## src/rtl/instruction_sequencer_pkg.sv

```systemverilog
// seq_pkg: shared constants and types for the nano-processor sequencer.
//   - opcode prefixes and special opcodes
//   - destination/source register codes
//   - source_sel values and reg_en bit indices
//   - jump condition codes
//   - sequencer state enum
// Optional feature macro used by the importing files: SEQ_HALT_EN.
package seq_pkg;

  // Opcode prefixes
  localparam logic [1:0] PFX_MOVE = 2'b10;   // 10dd_dsss
  localparam logic [2:0] PFX_ALU  = 3'b110;  // 110x_yfff
  localparam logic [3:0] PFX_JUMP = 4'b1110; // 1110_cccc

  // Special opcodes
  localparam logic [7:0] OP_NOPC8 = 8'hC8;
  localparam logic [7:0] OP_NOPCF = 8'hCF;
  localparam logic [7:0] OP_NOPD8 = 8'hD8;
  localparam logic [7:0] OP_NOPDF = 8'hDF;
  localparam logic [7:0] OP_HALT  = 8'hF0;

  // Register codes (3 bits) that need special handling
  localparam logic [2:0] CODE_O_R = 3'd4; // o_reg as destination, r as source
  localparam logic [2:0] CODE_I   = 3'd6;
  localparam logic [2:0] CODE_DM  = 3'd7;

  // source_sel values beyond the direct register codes 0..7
  localparam logic [3:0] SRC_PM_DATA = 4'd8;
  localparam logic [3:0] SRC_I_PINS  = 4'd9;
  localparam logic [3:0] SRC_ZERO    = 4'd10;

  // reg_en bit indices
  localparam int EN_R     = 4;
  localparam int EN_I     = 6;
  localparam int EN_O_REG = 8;

  // Jump condition codes
  localparam logic [3:0] JC_ALWAYS = 4'b0000;
  localparam logic [3:0] JC_NZ     = 4'b0001;
  localparam logic [3:0] JC_Z      = 4'b0010;

  typedef enum logic [1:0] {
    FETCH = 2'd0,
    EXEC  = 2'd1,
    HALT  = 2'd2
  } seq_state_e;

  // One-hot reg_en for a destination code; code 4 writes o_reg (bit 8),
  // every other code maps to its own bit.
  function automatic logic [8:0] dest_onehot(input logic [2:0] code);
    logic [8:0] en;
    if (code == CODE_O_R) en = 9'd1 << EN_O_REG;
    else                  en = 9'd1 << code;
    return en;
  endfunction

endpackage

```

## src/rtl/instruction_sequencer_decoder.sv

```systemverilog
// instruction_decoder: combinational decode of the instruction register.
// Ports:
//   ir [7:0], valid    - instruction register and its valid qualifier
//   r_eq_0             - zero flag, used for conditional jumps
//   source_sel [3:0], reg_en [8:0], i_sel, x_sel, y_sel - datapath controls
//   nopc8/nopcf/nopd8/nopdf - NOP flags
//   is_jump, jump_taken, is_halt - sequencing info for the top level
// Macro SEQ_HALT_EN: when defined, 8'hF0 reports is_halt; otherwise it is a NOP.
module instruction_decoder
  import seq_pkg::*;
(
  input  logic [7:0] ir,
  input  logic       valid,
  input  logic       r_eq_0,
  output logic [3:0] source_sel,
  output logic [8:0] reg_en,
  output logic       i_sel,
  output logic       x_sel,
  output logic       y_sel,
  output logic       nopc8,
  output logic       nopcf,
  output logic       nopd8,
  output logic       nopdf,
  output logic       is_jump,
  output logic       jump_taken,
  output logic       is_halt
);

  logic [2:0] ld_dst;
  logic [2:0] mv_dst;
  logic [2:0] mv_src;
  logic [3:0] jcond;

  assign ld_dst = ir[6:4];
  assign mv_dst = ir[5:3];
  assign mv_src = ir[2:0];
  assign jcond  = ir[3:0];

  always_comb begin
    source_sel = SRC_ZERO;
    reg_en     = '0;
    i_sel      = 1'b0;
    x_sel      = 1'b0;
    y_sel      = 1'b0;
    nopc8      = 1'b0;
    nopcf      = 1'b0;
    nopd8      = 1'b0;
    nopdf      = 1'b0;
    is_jump    = 1'b0;
    jump_taken = 1'b0;
    is_halt    = 1'b0;

    if (valid) begin
      if (ir[7] == 1'b0) begin
        // Load immediate
        source_sel = SRC_PM_DATA;
        reg_en     = dest_onehot(ld_dst);
        if (ld_dst == CODE_DM) begin
          reg_en[EN_I] = 1'b1;
          i_sel        = 1'b1;
        end
      end else if (ir[7:6] == PFX_MOVE) begin
        // A move onto itself reads the external i_pins instead.
        source_sel = (mv_dst == mv_src) ? SRC_I_PINS : {1'b0, mv_src};
        reg_en     = dest_onehot(mv_dst);
        if (mv_dst == CODE_DM || mv_src == CODE_DM) begin
          // dm access post-increments i, unless i is itself the target.
          reg_en[EN_I] = 1'b1;
          i_sel        = (mv_dst != CODE_I);
        end
      end else if (ir[7:5] == PFX_ALU) begin
        x_sel = ir[4];
        y_sel = ir[3];
        nopc8 = (ir == OP_NOPC8);
        nopcf = (ir == OP_NOPCF);
        nopd8 = (ir == OP_NOPD8);
        nopdf = (ir == OP_NOPDF);
        reg_en[EN_R] = !(nopc8 || nopcf || nopd8 || nopdf);
      end else if (ir[7:4] == PFX_JUMP) begin
        is_jump = 1'b1;
        case (jcond)
          JC_ALWAYS: jump_taken = 1'b1;
          JC_NZ:     jump_taken = !r_eq_0;
          JC_Z:      jump_taken = r_eq_0;
          default:   jump_taken = 1'b0;
        endcase
      end else begin
`ifdef SEQ_HALT_EN
        is_halt = (ir == OP_HALT);
`else
        is_halt = 1'b0;
`endif
      end
    end
  end

endmodule

```

## src/rtl/instruction_sequencer.sv

```systemverilog
// instruction_sequencer: program counter, instruction register and
// fetch/execute sequencing for the 4-bit nano-processor.
// Ports:
//   clk, reset         - clock and asynchronous active-high reset
//   pm_data [7:0]      - program ROM data (combinational from pm_address)
//   r_eq_0             - zero flag from the computational unit
//   pm_address [7:0]   - program counter
//   nibble_ir [3:0]    - low nibble of ir
//   source_sel, reg_en, i_sel, x_sel, y_sel - decoded datapath controls
//   NOPC8, NOPCF, NOPD8, NOPDF - NOP flags
//   sync_reset         - reset registered once on clk
//   halted             - high in the HALT state
// Macro SEQ_HALT_EN: enables the HALT state entered by 8'hF0.
//
// state | meaning
// FETCH | ir invalid (after reset or a jump); fetch the next byte
// EXEC  | ir valid; controls decoded from ir, one instruction per cycle
// HALT  | frozen until reset (only reachable with SEQ_HALT_EN)
module instruction_sequencer
  import seq_pkg::*;
(
  input  logic       clk,
  input  logic       reset,
  input  logic [7:0] pm_data,
  input  logic       r_eq_0,
  output logic [7:0] pm_address,
  output logic [3:0] nibble_ir,
  output logic [3:0] source_sel,
  output logic [8:0] reg_en,
  output logic       i_sel,
  output logic       x_sel,
  output logic       y_sel,
  output logic       NOPC8,
  output logic       NOPCF,
  output logic       NOPD8,
  output logic       NOPDF,
  output logic       sync_reset,
  output logic       halted
);

  seq_state_e state_q, state_d;
  logic [7:0] pc_q, pc_d;
  logic [7:0] ir_q, ir_d;
  logic       sync_reset_q, sync_reset_d;
  logic       is_jump, jump_taken, is_halt;

  instruction_decoder u_decoder (
    .ir         (ir_q),
    .valid      (state_q == EXEC),
    .r_eq_0     (r_eq_0),
    .source_sel (source_sel),
    .reg_en     (reg_en),
    .i_sel      (i_sel),
    .x_sel      (x_sel),
    .y_sel      (y_sel),
    .nopc8      (NOPC8),
    .nopcf      (NOPCF),
    .nopd8      (NOPD8),
    .nopdf      (NOPDF),
    .is_jump    (is_jump),
    .jump_taken (jump_taken),
    .is_halt    (is_halt)
  );

  always_comb begin
    state_d      = state_q;
    pc_d         = pc_q;
    ir_d         = ir_q;
    sync_reset_d = reset;
    case (state_q)
      FETCH: begin
        ir_d    = pm_data;
        pc_d    = pc_q + 8'd1;
        state_d = EXEC;
      end
      EXEC: begin
        // On a jump, pm_data is the target byte; it is latched into ir
        // but discarded because FETCH treats ir as invalid.
        ir_d = pm_data;
        if (is_jump) begin
          pc_d    = jump_taken ? pm_data : pc_q + 8'd1;
          state_d = FETCH;
        end else begin
          pc_d = pc_q + 8'd1;
          if (is_halt) state_d = HALT;
        end
      end
      HALT: begin
        state_d = HALT;
      end
      default: begin
        state_d = FETCH;
      end
    endcase
  end

  always_ff @(posedge clk or posedge reset) begin
    if (reset) begin
      state_q      <= FETCH;
      pc_q         <= 8'h00;
      ir_q         <= 8'h00;
      sync_reset_q <= 1'b1;
    end else begin
      state_q      <= state_d;
      pc_q         <= pc_d;
      ir_q         <= ir_d;
      sync_reset_q <= sync_reset_d;
    end
  end

  assign pm_address = pc_q;
  assign nibble_ir  = ir_q[3:0];
  assign sync_reset = sync_reset_q;

`ifdef SEQ_HALT_EN
  assign halted = (state_q == HALT);
`else
  assign halted = 1'b0;
`endif

endmodule

```

## config.mk

```make
export PLATFORM = sky130hd
export DESIGN_NAME = instruction_sequencer
export DESIGN_NICKNAME = d
export VERILOG_FILES = /design/src/rtl/instruction_sequencer_pkg.sv /design/src/rtl/instruction_sequencer_decoder.sv /design/src/rtl/instruction_sequencer.sv
export SDC_FILE = /design/constraint.sdc
export NUM_CORES = 1
export LEC_CHECK = 0
export BUFFER_PORTS_ARGS = -buffer_cell sky130_fd_sc_hd__buf_2
export CORE_ASPECT_RATIO = 1.2
export CORE_UTILIZATION = 54
export CTS_BUF_LIST = sky130_fd_sc_hd__clkbuf_8 sky130_fd_sc_hd__clkbuf_16
export CTS_CLUSTER_SIZE = 40
export DETAILED_ROUTE_END_ITERATION = 16
export PLACE_DENSITY_LB_ADDON = 0.12
export SKIP_LAST_GASP = 1
export SLEW_MARGIN = 15
export SYNTH_ARGS = -nofsm -noshare
export SYNTH_HDL_FRONTEND = slang
export SYNTH_SLANG_ARGS = --single-unit
```

## constraint.sdc

```tcl
create_clock -name clk -period 3.8 [get_ports clk]
set_input_delay 0.19 -clock clk [delete_from_list [all_inputs] [get_ports clk]]
set_output_delay 0.19 -clock clk [all_outputs]
set_load 0.02 [all_outputs]
```

==> flow_metrics.tcl <==
set metrics [dict create \
    rows 19 \
    antenna_found_initial 0 \
    dr.pass1.iters 4 \
    fin_crit_ns 2.36 \
    cts_root_buf "clkbuf_8" \
    powerDensity_mw_per_mm2 467 \
    routed_via_density 5.71 \
    r2r_cells 4 \
    timing.rr.end "pm_address[7]" \
    synth-seq-cells 19 \
    nets 199 \
    drt_wl_total_um 2930 \
    whs_path_depth 1 \
    cp_data_arrival_time_ns 2.17 \
    syn_area_mm2 0.00135 \
    dpl.hpwl_um 2100 \
    cts.sinks 19 \
    clockBufferDepth 2 \
    crit_end "reg_en[3]" \
    fin_hold_ws_ns 0.0344 \
    p_leak_nw 0.779 \
    insertion_delay_ns 0.26 \
    worst_clock_skew_ns 0.00461 \
    syn_inst 156 \
    path_clk_slew_ns 0.07 \
    reg2reg_slack_ns 1.77 \
    syn_nets 168 \
    die_width_um 47.7 \
    max_freq_ghz 0.425 \
    detail_route.wl_per_cell_um 13.5 \
    syn-mean-instance-area_um2 8.68 \
    post-route-period-util_pct 62.0 \
    hold_violations 0 \
    grt_pass1_wl_um 4620 \
    slew_headroom_pct 48.7 \
    post_cts_buffers 0 \
    yosysWarningCount 0 \
    grt_util_all_layers_pct 23.5 \
    rsz0062_at_grt "false" \
    cp.required_ns 3.61 \
    dieArea_mm2 0.00271 \
    status "completed" \
    timing.rr.start "state_q[1]" \
    tns_ns 0 \
    drive_above_1_share_pct 33.9 \
    crit_type "flip-flop to output port" \
    grt_max_degree 26 \
    grt_pass1_vias 1044 \
    synth_top_area_share_pct 33.3 \
    numCtsBuffers 3 \
    critPathMaxFanout 25 \
    drc_errors 0 \
    ys_top_cells_by_area "dfrtp_1 (33%), mux2_2 (9.1%), mux2i_1 (4.4%)" \
    post-synth-top-area-cell "dfrtp_1" \
    finalMaxSlewViolations 0 \
    tightest_slew_ns 0.770 \
    die_h_um 56.9 \
    holdBufCountCts 0 \
    start_util_pct 58.1 \
    synth-seq-area-share_pct 35.2 \
    htreeDepth 1 \
    post_cts_resized 0 \
    cp-start-kind "flip-flop" \
    critPathCaptureType "output port" \
    critPathLaunch "state_q[1]" \
    yosysUniqueCellTypes 37 \
    ant_nets 0 \
    overflow 0 \
    place.gp.congestion 0.850 \
    cts_tree "yes" \
    vdd_drop_max_mv 0.478 \
    core_mm2 0.00233 \
    drtIter0Drc 24 \
    num_antenna_cells 0 \
    hold_path.class "primary input to flip-flop" \
    synthToLayoutAreaGrowth_pct 15.2 \
    setup-violations-final 0 \
    dr_total_vias 1239 \
    io_pins 45 \
    drv_cap 0 \
    io_buffers 43 \
]
critical path: stages, from the launching register on:
cell	delay, ns
dfrtp_1	0.84
inv_1	0.30
nand2_1	0.34
nor2_1	0.09
and3_1	0.19
buf_2	0.15
cells in the final DEF (no fill, tap or decap), drive strengths merged, types with 5 or more instances in the layout:
| cell | count |
|---|---|
| a21oi | 8 |
| and3 | 5 |
| buf | 43 |
| dfrtp | 18 |
| inv | 8 |
| mux2 | 11 |
| mux2i | 7 |
| nand2 | 15 |
| nand3 | 8 |
| nor2 | 13 |
| nor2b | 6 |
| o21ai | 5 |
sequential cells by signal, summed over array words and instances (netlist names):
register and cells:
ir_q 8, state_q 2, pm_address 8, sync_reset 1
cell type report:
| cell class | instances | area, um2 |
|---|---|---|
| repair buffers | 43 | 215 |
| well taps | 31 | 38.8 |
| fillers | 207 | 771 |
| multi-input cells | 113 | 757 |
| inverters | 7 | 26.3 |
| clock inverters | 1 | 3.75 |
| clock buffers | 3 | 41.3 |
| flip-flops and latches | 19 | 477 |
power breakdown:
part | internal [mW] | switching [mW]
Clock | 0.0719 | 0.0650
Sequential | 0.248 | 0.0603
Combinational | 0.126 | 0.157
Total | 0.446 | 0.283
metal layers:
| layer | track usage [%] | wire, um | vias to the layer above |
|---|---|---|---|
| li1 | - | - | 605 |
| met1 | 28.3 | 1250 | 581 |
| met2 | 39.0 | 1450 | 46 |
| met3 | 4.50 | 169 | 7 |
| met4 | 9.52 | 59 | 0 |
| met5 | 0 | 0 | - |
through the flow:
step / power, mW / utilization, % / setup slack (ns) / cells / area [um2]
after global placement: 0.588 / 65.0 / 1.83 / 213 / 1510
after detailed placement: 0.595 / 65.0 / 1.75 / 213 / 1510
after floorplan: 0.511 / - / 1.97 / 156 / 1350
after CTS: 0.733 / 66.9 / 1.45 / 217 / 1560
final: 0.729 / 66.9 / 1.44 / 217 / 1560
after global routing: 0.784 / 66.9 / 1.26 / 217 / 1560
cells by family (layout without fill, tap and decap cells):
logic type                 Yosys count  in the layout  share of synthesized area [%]
and+or+nand+nor                     65             65                           25.7
AOI/OAI and AO/OA                   25             25                           12.5
other                                1              1                          0.277
buffers and inverters               24             54                           8.87
xor gates and xnor gates             3              3                           1.94
adders and majority gates            1              1                          0.924
DFF                                 19             19                           35.2
muxes                               18             18                           14.6
worst min-delay path by stage:
stage | startpoint | end | slack (ns)
after floorplan | reset | ir_q[0] | 0.14
after global placement | reset | sync_reset | 0.30
after detailed placement | reset | sync_reset | 0.31
after CTS | reset | sync_reset | 0.03
after global routing | reset | sync_reset | 0.02
final | reset | sync_reset | 0.03
synth_stat cells (all sizes together):
master	n
conb	1
a21o	1
nor2b	6
a22oi	2
and3	5
nand4	4
clkbuf	10
nor4	3
o2bb2a	1
and2b	1
nand3	8
nor3	4
and4	1
nor2	13
o22a	4
o211a	1
dfrtp	18
ha	1
nor4b	1
and2	2
dfstp	1
inv	7
mux2	11
o21ai	5
a31o	1
or2	1
buf	7
a41oi	1
nand2	15
xor2	3
a32oi	1
mux2i	7
a21oi	8
and4b	1
Note: power is estimated with default switching activity, not from simulation.
